`config.mk`:
```
export PLATFORM = sky130hd
export DESIGN_NAME = control_sequencer
export DESIGN_NICKNAME = d
export VERILOG_FILES = /design/src/rtl/control_sequencer.sv
export SDC_FILE = /design/constraint.sdc
export NUM_CORES = 1
export LEC_CHECK = 0
export CAP_MARGIN = 20
export CORE_MARGIN = 2
export CORE_UTILIZATION = 42
export DETAILED_ROUTE_END_ITERATION = 6
export DONT_BUFFER_PORTS = 1
export SYNTH_ARGS = -nofsm -noshare
export SYNTH_HDL_FRONTEND = slang
export SYNTH_SLANG_ARGS = --single-unit
```
`constraint.sdc`:
```
create_clock -name clk -period 1.9 [get_ports clk]
set_input_delay 0.19 -clock clk [delete_from_list [all_inputs] [get_ports clk]]
set_output_delay 0.19 -clock clk [all_outputs]
set_load 0.02 [all_outputs]
```
`src/rtl/control_sequencer.sv`:
```
// -----------------------------------------------------------------------------
// control_sequencer
//
// SAP-1 control unit. It decodes the one-hot T-state from the ring counter
// together with the IR opcode into the 12-bit control word that drives PC,
// MAR, RAM, IR, A, ALU, B and OUT. It also holds the halt latch and two sticky
// error flags: illegal opcode and non-one-hot T-state.
//
// Optional feature macro: CONTROL_SEQUENCER_ICOUNT_EN
//   When defined, a CNT_W-bit retired-instruction counter is built.
//   When undefined, instr_count is tied to zero and no counter flops exist.
//
// Parameters
//   CNT_W       width of the retired-instruction counter
//   HLT_OPCODE  opcode that halts the machine
//
// Ports
//   clk          in   system clock; all state updates on the rising edge
//                     (the ring counter advances on the falling edge)
//   reset        in   asynchronous, active-low reset
//   t_state      in   one-hot T-state, bit0 = T1 .. bit5 = T6
//   opcode       in   IR upper nibble
//   con          out  {Cp,Ep,Lm_n,CE_n,Li_n,Ei_n,La_n,Ea,Su,Eu,Lb_n,Lo_n}
//   halt         out  registered halt latch
//   illegal_op   out  sticky: undefined opcode decoded at T4
//   fault        out  sticky: t_state not one-hot at a rising edge
//   instr_count  out  retired-instruction count (zero without the macro)
// -----------------------------------------------------------------------------
module control_sequencer #(
    parameter int         CNT_W      = 16,
    parameter logic [3:0] HLT_OPCODE = 4'hF
) (
    input  logic             clk,
    input  logic             reset,
    input  logic [5:0]       t_state,
    input  logic [3:0]       opcode,
    output logic [11:0]      con,
    output logic             halt,
    output logic             illegal_op,
    output logic             fault,
    output logic [CNT_W-1:0] instr_count
);

    // Control word bit positions
    localparam int CP   = 11;
    localparam int EP   = 10;
    localparam int LM_N = 9;
    localparam int CE_N = 8;
    localparam int LI_N = 7;
    localparam int EI_N = 6;
    localparam int LA_N = 5;
    localparam int EA   = 4;
    localparam int SU   = 3;
    localparam int EU   = 2;
    localparam int LB_N = 1;
    localparam int LO_N = 0;

    // All active-high strobes low, all active-low strobes high
    localparam logic [11:0] IDLE = 12'h3E3;

    localparam logic [5:0] T1 = 6'b000001;
    localparam logic [5:0] T2 = 6'b000010;
    localparam logic [5:0] T3 = 6'b000100;
    localparam logic [5:0] T4 = 6'b001000;
    localparam logic [5:0] T5 = 6'b010000;
    localparam logic [5:0] T6 = 6'b100000;

    localparam logic [3:0] OP_LDA = 4'h0;
    localparam logic [3:0] OP_ADD = 4'h1;
    localparam logic [3:0] OP_SUB = 4'h2;
    localparam logic [3:0] OP_OUT = 4'hE;

    logic        one_hot;
    logic        is_t4;
    logic        is_t6;
    logic        op_legal;
    logic [11:0] decoded;

    // Exactly one bit set: non-zero and clearing the lowest set bit leaves zero
    assign one_hot = (t_state != 6'd0) && ((t_state & (t_state - 6'd1)) == 6'd0);
    assign is_t4   = (t_state == T4);
    assign is_t6   = (t_state == T6);

    assign op_legal = (opcode == OP_LDA) || (opcode == OP_ADD) ||
                      (opcode == OP_SUB) || (opcode == OP_OUT) ||
                      (opcode == HLT_OPCODE);

    // Raw decode of T-state and opcode, before any halt/fault override
    always_comb begin
        decoded = IDLE;
        case (t_state)
            T1: begin
                decoded[EP]   = 1'b1;
                decoded[LM_N] = 1'b0;
            end
            T2: begin
                decoded[CP]   = 1'b1;
            end
            T3: begin
                decoded[CE_N] = 1'b0;
                decoded[LI_N] = 1'b0;
            end
            T4: begin
                // The halt opcode is checked first so a parameter value that
                // aliases another opcode still behaves as a halt.
                if (opcode != HLT_OPCODE) begin
                    case (opcode)
                        OP_LDA, OP_ADD, OP_SUB: begin
                            decoded[EI_N] = 1'b0;
                            decoded[LM_N] = 1'b0;
                        end
                        OP_OUT: begin
                            decoded[EA]   = 1'b1;
                            decoded[LO_N] = 1'b0;
                        end
                        default: decoded = IDLE;
                    endcase
                end
            end
            T5: begin
                if (opcode != HLT_OPCODE) begin
                    case (opcode)
                        OP_LDA: begin
                            decoded[CE_N] = 1'b0;
                            decoded[LA_N] = 1'b0;
                        end
                        OP_ADD, OP_SUB: begin
                            decoded[CE_N] = 1'b0;
                            decoded[LB_N] = 1'b0;
                        end
                        default: decoded = IDLE;
                    endcase
                end
            end
            T6: begin
                if ((opcode != HLT_OPCODE) &&
                    ((opcode == OP_ADD) || (opcode == OP_SUB))) begin
                    decoded[EU]   = 1'b1;
                    decoded[LA_N] = 1'b0;
                    decoded[SU]   = (opcode == OP_SUB);
                end
            end
            default: decoded = IDLE;
        endcase
    end

    // Any abnormal condition parks the datapath: reset, halt, a latched fault,
    // or a malformed T-state seen right now (before it can be latched).
    always_comb begin
        if (!reset || halt || fault || !one_hot) begin
            con = IDLE;
        end else begin
            con = decoded;
        end
    end

    // Halt latch and sticky flags; only reset clears them
    always_ff @(posedge clk or negedge reset) begin
        if (!reset) begin
            halt       <= 1'b0;
            illegal_op <= 1'b0;
            fault      <= 1'b0;
        end else begin
            if (is_t4 && (opcode == HLT_OPCODE)) begin
                halt <= 1'b1;
            end
            if (is_t4 && !op_legal) begin
                illegal_op <= 1'b1;
            end
            if (!one_hot) begin
                fault <= 1'b1;
            end
        end
    end

`ifdef CONTROL_SEQUENCER_ICOUNT_EN
    // An instruction retires at the end of T6 unless the machine is halted
    // or faulted; the halt instruction itself never reaches here un-halted.
    always_ff @(posedge clk or negedge reset) begin
        if (!reset) begin
            instr_count <= '0;
        end else if (is_t6 && !halt && !fault) begin
            instr_count <= instr_count + 1'b1;
        end
    end
`else
    assign instr_count = '0;
`endif

endmodule
```
==> impl_metrics.yaml, run 1 <==
clock_tree:
  cts_buffers: 3
  numClockSinks: 3
  htreeDepth: 1
  clk_path_buf_depth: 2
  root_buffer: "clkbuf_4"
  clk_pin_slew_ns: 0.04
  insertion_delay_ns: 0.23
  cts_tree: "done"
outcome:
  status: "completed"
placement:
  dp_hpwl_microns: 999
  portBuffers: 0
  preCtsSetupSlack_ns: 0.176
  gp_congestion: 0.715
min_path:
  hp-class: "primary input to flop"
detailed_routing:
  drt_iter0_markers: 18
  drc: 0
  vias_per_cell: 5.89
  drtAntennaViolNets: 0
  first_pass_iters: 4
  routed_wl_mm: 1.35
  drt-wirelength-per-cell_microns: 14.3
  vias: 554
die:
  coreArea_sq_um: 1330
  dieHeight_microns: 42.4
  fp-row-count: 13
  io_pins: 43
  die_w_microns: 42.4
  initial_utilization_pct: 46.5
  dieArea_sq_um: 1800
cells_and_area:
  syn_to_final_growth_pct: -3.43
  insertedDiodeCount: 0
  utilization_pct: 44.9
  nFillCells: 139
  nNetsFinal: 92
  drive_gt1_share_pct: 20.3
power:
  total_power_uw: 264
  power_density_nw_per_um2: 440
  power_leakage_nw: 0.247
  max-vdd-ir-drop_mv: 0.375
setup_path:
  critPathCapture: "con[11]"
  rr_worst_depth: 3
  criticalPathCategory: "flop to output port"
  start_kind: "flop"
  slowest_delay_ns: 0.37
  worstPathArrival_ns: 1.54
  critPathTopFamily: "compound AO/OA/AOI/OAI gates"
  crit_required_ns: 1.71
  rrSetupSlack_ns: 1.02
  crit_slowest_cell: "dfrtp_1"
  r2r-start: "fault$_DFFE_PN0N_"
  cp_max_fo: 12
  r2r-end: "fault$_DFFE_PN0N_"
  path_buf_inv: 1
  cp_cell_sequence: "a21oi_1, o2111a_2, nor4b_2, buf_4"
  endpoint_kind: "output port"
  crit_start: "fault$_DFFE_PN0N_"
  path_depth: 4
synthesis:
  async_flop_share_pct: 100
  yosys.area.top_type_share_pct: 19.4
  synth-seq-area-share_pct: 12.1
  syn_inst: 77
  synth_edf_count: 0
  ys_ff_latch: 3
  synth.area.top_cells: "buf_4 (19%), dfrtp_1 (12%), o2111ai_1 (5.6%)"
  yosysTopAreaCell: "buf_4"
  syn_area_sq_um: 621
  ys_types: 38
  ys.flop_type: "dfrtp_1"
  syn_avg_cell_area_sq_um: 8.06
  ys_warn_count: 0
sta:
  hold_violations: 0
  finalSetupViolCount: 0
  rsz0062_at_grt: "no"
  tns_ns: 0
  post-route-period-util_pct: 90.9
  slew_violations: 0
  max_slew_margin_pct: 64.8
  worst_pin_slew_ns: 0.528
  achievable-frequency_ghz: 0.579
  finClkSkew_ns: 0
  setup_slack_ns: 0.174
  min_period_ns: 1.73
  hold_ws_ns: 0.112
grt:
  grt_pass1_vias: 448
  grt-ovfl-total: 0
  antenna_found_initial: 0
  grt_max_degree: 13
  gr-usage-all-layers_pct: 15.0
  grt_pass1_wl_mm: 2.08
flow_run:
  max_cap_violations: 0
[worst reg2reg max path, delay by kind of cell, from the launching register on]
kind | cells | cell delay (ns)
flip-flops | 1 | 0.37
AO/OA/AOI/OAI | 3 | 0.37
[worst min-delay path by stage]
stage,endpoint,depth (start not counted),start,slack (ns)
floorplan,fault$_DFFE_PN0N_,0,reset,-0.11
global placement,illegal_op$_DFFE_PN0P_,0,reset,-0.11
detailed placement,fault$_DFFE_PN0N_,0,reset,-0.11
CTS,halt$_DFFE_PN0P_,1,opcode[1],0.10
global route,halt$_DFFE_PN0P_,1,opcode[1],0.10
finish,halt$_DFFE_PN0P_,1,opcode[1],0.11
[stage by stage]
| stage | std cells | instance area (sq um) |
|---|---|---|
| after floorplan | 92 | 683 |
| after global placement | 89 | 562 |
| after detailed placement | 89 | 562 |
| after CTS | 94 | 598 |
| after global routing | 94 | 599 |
| final | 94 | 599 |
[state kept, by name, indices dropped and copies added, names as in the netlist]
signal / count
fault: 1
halt: 1
illegal_op: 1
[cell usage in the layout, fill, tap and decap left out, drive strengths merged, types with 2 or more instances in the layout]
| cell type | n |
|---|---|
| nor2b | 2 |
| o2bb2ai | 2 |
| inv | 2 |
| o2111ai | 4 |
| or4 | 3 |
| nor2 | 5 |
| nand2b | 3 |
| o2111a | 3 |
| conb | 16 |
| nor3 | 5 |
| dfrtp | 3 |
| nor4 | 2 |
| clkbuf | 4 |
| o21ai | 2 |
| buf | 3 |
[cell families (layout without fill, tap and decap cells)]
family / count (synthesis) / in the layout / synth area share [%]
AO/OA/AOI/OAI: 20 / 20 / 28.4
XOR/XNOR: 2 / 2 / 2.82
buffers and inverters: 23 / 10 / 27.4
flip-flops: 3 / 3 / 12.1
other: 1 / 16 / 0.604
AND/OR/NAND/NOR: 28 / 28 / 28.6
[area by class of cell]
type | count | area [sq um] | share of cell area [%]
Tap cell | 15 | 18.8 | 3.13
Inverter | 2 | 7.51 | 1.25
Clock buffer | 4 | 26.3 | 4.38
Sequential cell | 3 | 75.1 | 12.5
Timing Repair Buffer | 4 | 32.5 | 5.43
Multi-Input combinational cell | 66 | 439 | 73.3
[metal layers]
| metal | vias up | GRT usage (%) | routed length, microns |
|---|---|---|---|
| met5 | - | 0 | 0 |
| met4 | 0 | 9.38 | 0 |
| met3 | 0 | 5.17 | 136 |
| met2 | 35 | 20.3 | 664 |
| li1 | 267 | - | - |
| met1 | 252 | 19.9 | 546 |
[synthesized netlist by cell type, types with 2 or more instances]
cell type and number:
buf_6 3, inv_1 2, nor4_1 2, nor3_1 5, o2111ai_1 4, buf_4 16
nor2b_1 2, o2111a_1 3, nor2_1 5, nand2b_1 3, o21ai_0 2, dfrtp_1 3
or4_4 2
[power breakdown]
group | total [mW] | internal (mW) | leakage [nW] | switching [mW]
logic | 0.0710 | 0.0226 | 0.198 | 0.0484
registers | 0.0820 | 0.0702 | 0.0346 | 0.0118
clock network | 0.111 | 0.0786 | 0.0150 | 0.0321
[what timing repair did]
action	in CTS	in global routing
hold buffers	1	0
resized for setup	0	1
endpoints found under the hold margin	3	0
setup buffers	0	0
setup endpoints to repair	0	2
Power figures use the tool's default switching activity.
==> run 2: changes to the inputs <==
--- a/config.mk
+++ b/config.mk
@@ -10,6 +10,8 @@
 export CORE_UTILIZATION = 42
 export DETAILED_ROUTE_END_ITERATION = 6
 export DONT_BUFFER_PORTS = 1
+export SETUP_SLACK_MARGIN = 0.3
+export SLEW_MARGIN = 15
 export SYNTH_ARGS = -nofsm -noshare
 export SYNTH_HDL_FRONTEND = slang
 export SYNTH_SLANG_ARGS = --single-unit
==> run 2 against run 1 <==
Clock-buffer cell count unchanged. Clock power about the same. Critical path depth increased by 1. Non-clock buffer count is 8 higher. Via count grew 7.6%. Global-route usage increased by 2.0 points. Setup slack improved by 0.10 ns. Utilization up 13 points. Final cell count increased by 8.5%. Highest routed layer unchanged.
==> impl_metrics.yaml, run 2 (synthesis gave the netlist of run 1 again) <==
grt:
  grt-ovfl-total: 0
  gr-usage-all-layers_pct: 17.0
  antenna_found_initial: 0
  grt_pass1_wl_mm: 2.39
  grt_pass1_vias: 501
  grt_max_degree: 12
detailed_routing:
  vias_per_cell: 5.84
  drt-wirelength-per-cell_microns: 15.2
  routed_wl_mm: 1.55
  drtAntennaViolNets: 0
  vias: 596
  drc: 0
  drt_iter0_markers: 21
  first_pass_iters: 3
clock_tree:
  cts_buffers: 3
  clk_pin_slew_ns: 0.04
  htreeDepth: 1
  clk_path_buf_depth: 2
  root_buffer: "clkbuf_4"
  insertion_delay_ns: 0.23
  cts_tree: "done"
  numClockSinks: 3
placement:
  placed_area_sq_um: 637
  dp_cells: 89
  gp_congestion: 0.718
  dp_hpwl_mm: 1.07
  portBuffers: 0
cells_and_area:
  drive_gt1_share_pct: 42.5
  mostFrequentLayoutCell: "conb_1"
  regArea_sq_um: 76.3
  top_regs: "fault x1, halt x1, illegal_op x1"
  layout.cells.non_filler: 102
  mostFrequentLayoutCells: "conb_1 (16), buf_4 (8), nor2_1 (5)"
  multiInputGateArea_sq_um: 519
  nNetsFinal: 100
  insertedDiodeCount: 0
  final_area_sq_um: 769
  nFillCells: 134
  syn_to_final_growth_pct: 24.0
setup_path:
  criticalPathCategory: "primary input to output port"
  crit_required_ns: 1.71
  crit_slowest_cell: "or4_4"
  path_buf_inv: 2
  cp_cell_sequence: "or4_4, o2111a_2, buf_6, o211ai_1, buf_4"
  critPathTopFamily: "simple AND/OR/NAND/NOR gates"
  cp_max_fo: 8
  start_kind: "primary input"
  slowest_delay_ns: 0.54
  worstPathArrival_ns: 1.43
  endpoint_kind: "output port"
sta:
  min_period_ns: 1.62
  post-route-period-util_pct: 85.4
  hold_violations: 0
  finalSetupViolCount: 0
  finClkSkew_ns: 0
  slew_violations: 0
  rsz0062_at_grt: "yes"
  achievable-frequency_ghz: 0.616
  tns_ns: 0
power:
  total_power_uw: 280
  power_frac_seq_pct: 29.5
  p_comb_share_pct: 31.2
  swShare_pct: 35.8
  power_density_nw_per_um2: 364
  switching_power_uw: 100
  power_leakage_nw: 0.290
  p_int_uw: 180
  max-vdd-ir-drop_mv: 0.321
  power_frac_clock_pct: 39.2
die:
  io_pins: 43
  fp-row-count: 13
  dieArea_sq_um: 1800
  initial_utilization_pct: 46.5
  dieHeight_microns: 42.4
  die_w_microns: 42.4
  coreArea_sq_um: 1330
outcome:
  status: "completed"
flow_run:
  max_cap_violations: 0
min_path:
  hp-class: "primary input to flop"
[run 2: cell count changes in the layout (fill, tap and decap cells not counted), sizes merged]
cell and change:
buf +8
[run 2: power groups by stage]
stage,clock (mW),sequential (mW),combinational (mW)
floorplan,0,0.0817,0.103
global placement,0,0.0829,0.0746
detailed placement,0,0.0832,0.0760
CTS,0.116,0.0826,0.0863
global route,0.123,0.0833,0.0931
finish,0.110,0.0829,0.0875
[run 2: final cells by class]
class	count	area share, %
timing repair buffer	12	15.8
sequential	3	9.92
inverter	2	0.976
clock buffer	4	3.41
tap	15	2.44
multi-input combinational	66	67.5
[run 2: per-layer routing]
| layer | wire, microns | share of wire [%] | track usage (%) |
|---|---|---|---|
| met2 | 748 | 48 | 26.2 |
| met4 | 0 | 0 | 7.50 |
| met5 | 0 | 0 | 0 |
| met3 | 114 | 7.3 | 5.17 |
| met1 | 690 | 44 | 21.7 |
[run 2: stage by stage]
stage | worst slack (ns) | hold WS (ns) | utilization, %
after floorplan | 0.263 | -0.106 | -
after global placement | 0.187 | -0.105 | 47.7
after detailed placement | 0.155 | -0.106 | 47.7
after CTS | 0.284 | 0.106 | 57.0
after global routing | 0.223 | 0.111 | 57.7
final | 0.277 | 0.112 | 57.7
[run 2: final timing paths]
path,from,endpoint,slack (ns),depth (start not counted)
setup / recovery,t_state[3],con[6],0.28,5
hold / removal,opcode[1],halt$_DFFE_PN0P_,0.11,1
setup reg to reg,fault$_DFFE_PN0N_,fault$_DFFE_PN0N_,1.06,3
hold reg to reg,halt$_DFFE_PN0P_,halt$_DFFE_PN0P_,0.58,1
max in group asynchronous,reset,halt$_DFFE_PN0P_,1.54,1
min in group asynchronous,reset,halt$_DFFE_PN0P_,0.21,1
[run 2: what timing repair did]
action / CTS / global route
buffers inserted: 7 / 1
resized for setup: 4 / 2
hold endpoints to repair: 3 / 0
hold buffers: 1 / 0
endpoints found under the setup margin: 12 / 11
pin swaps: 3 / 1
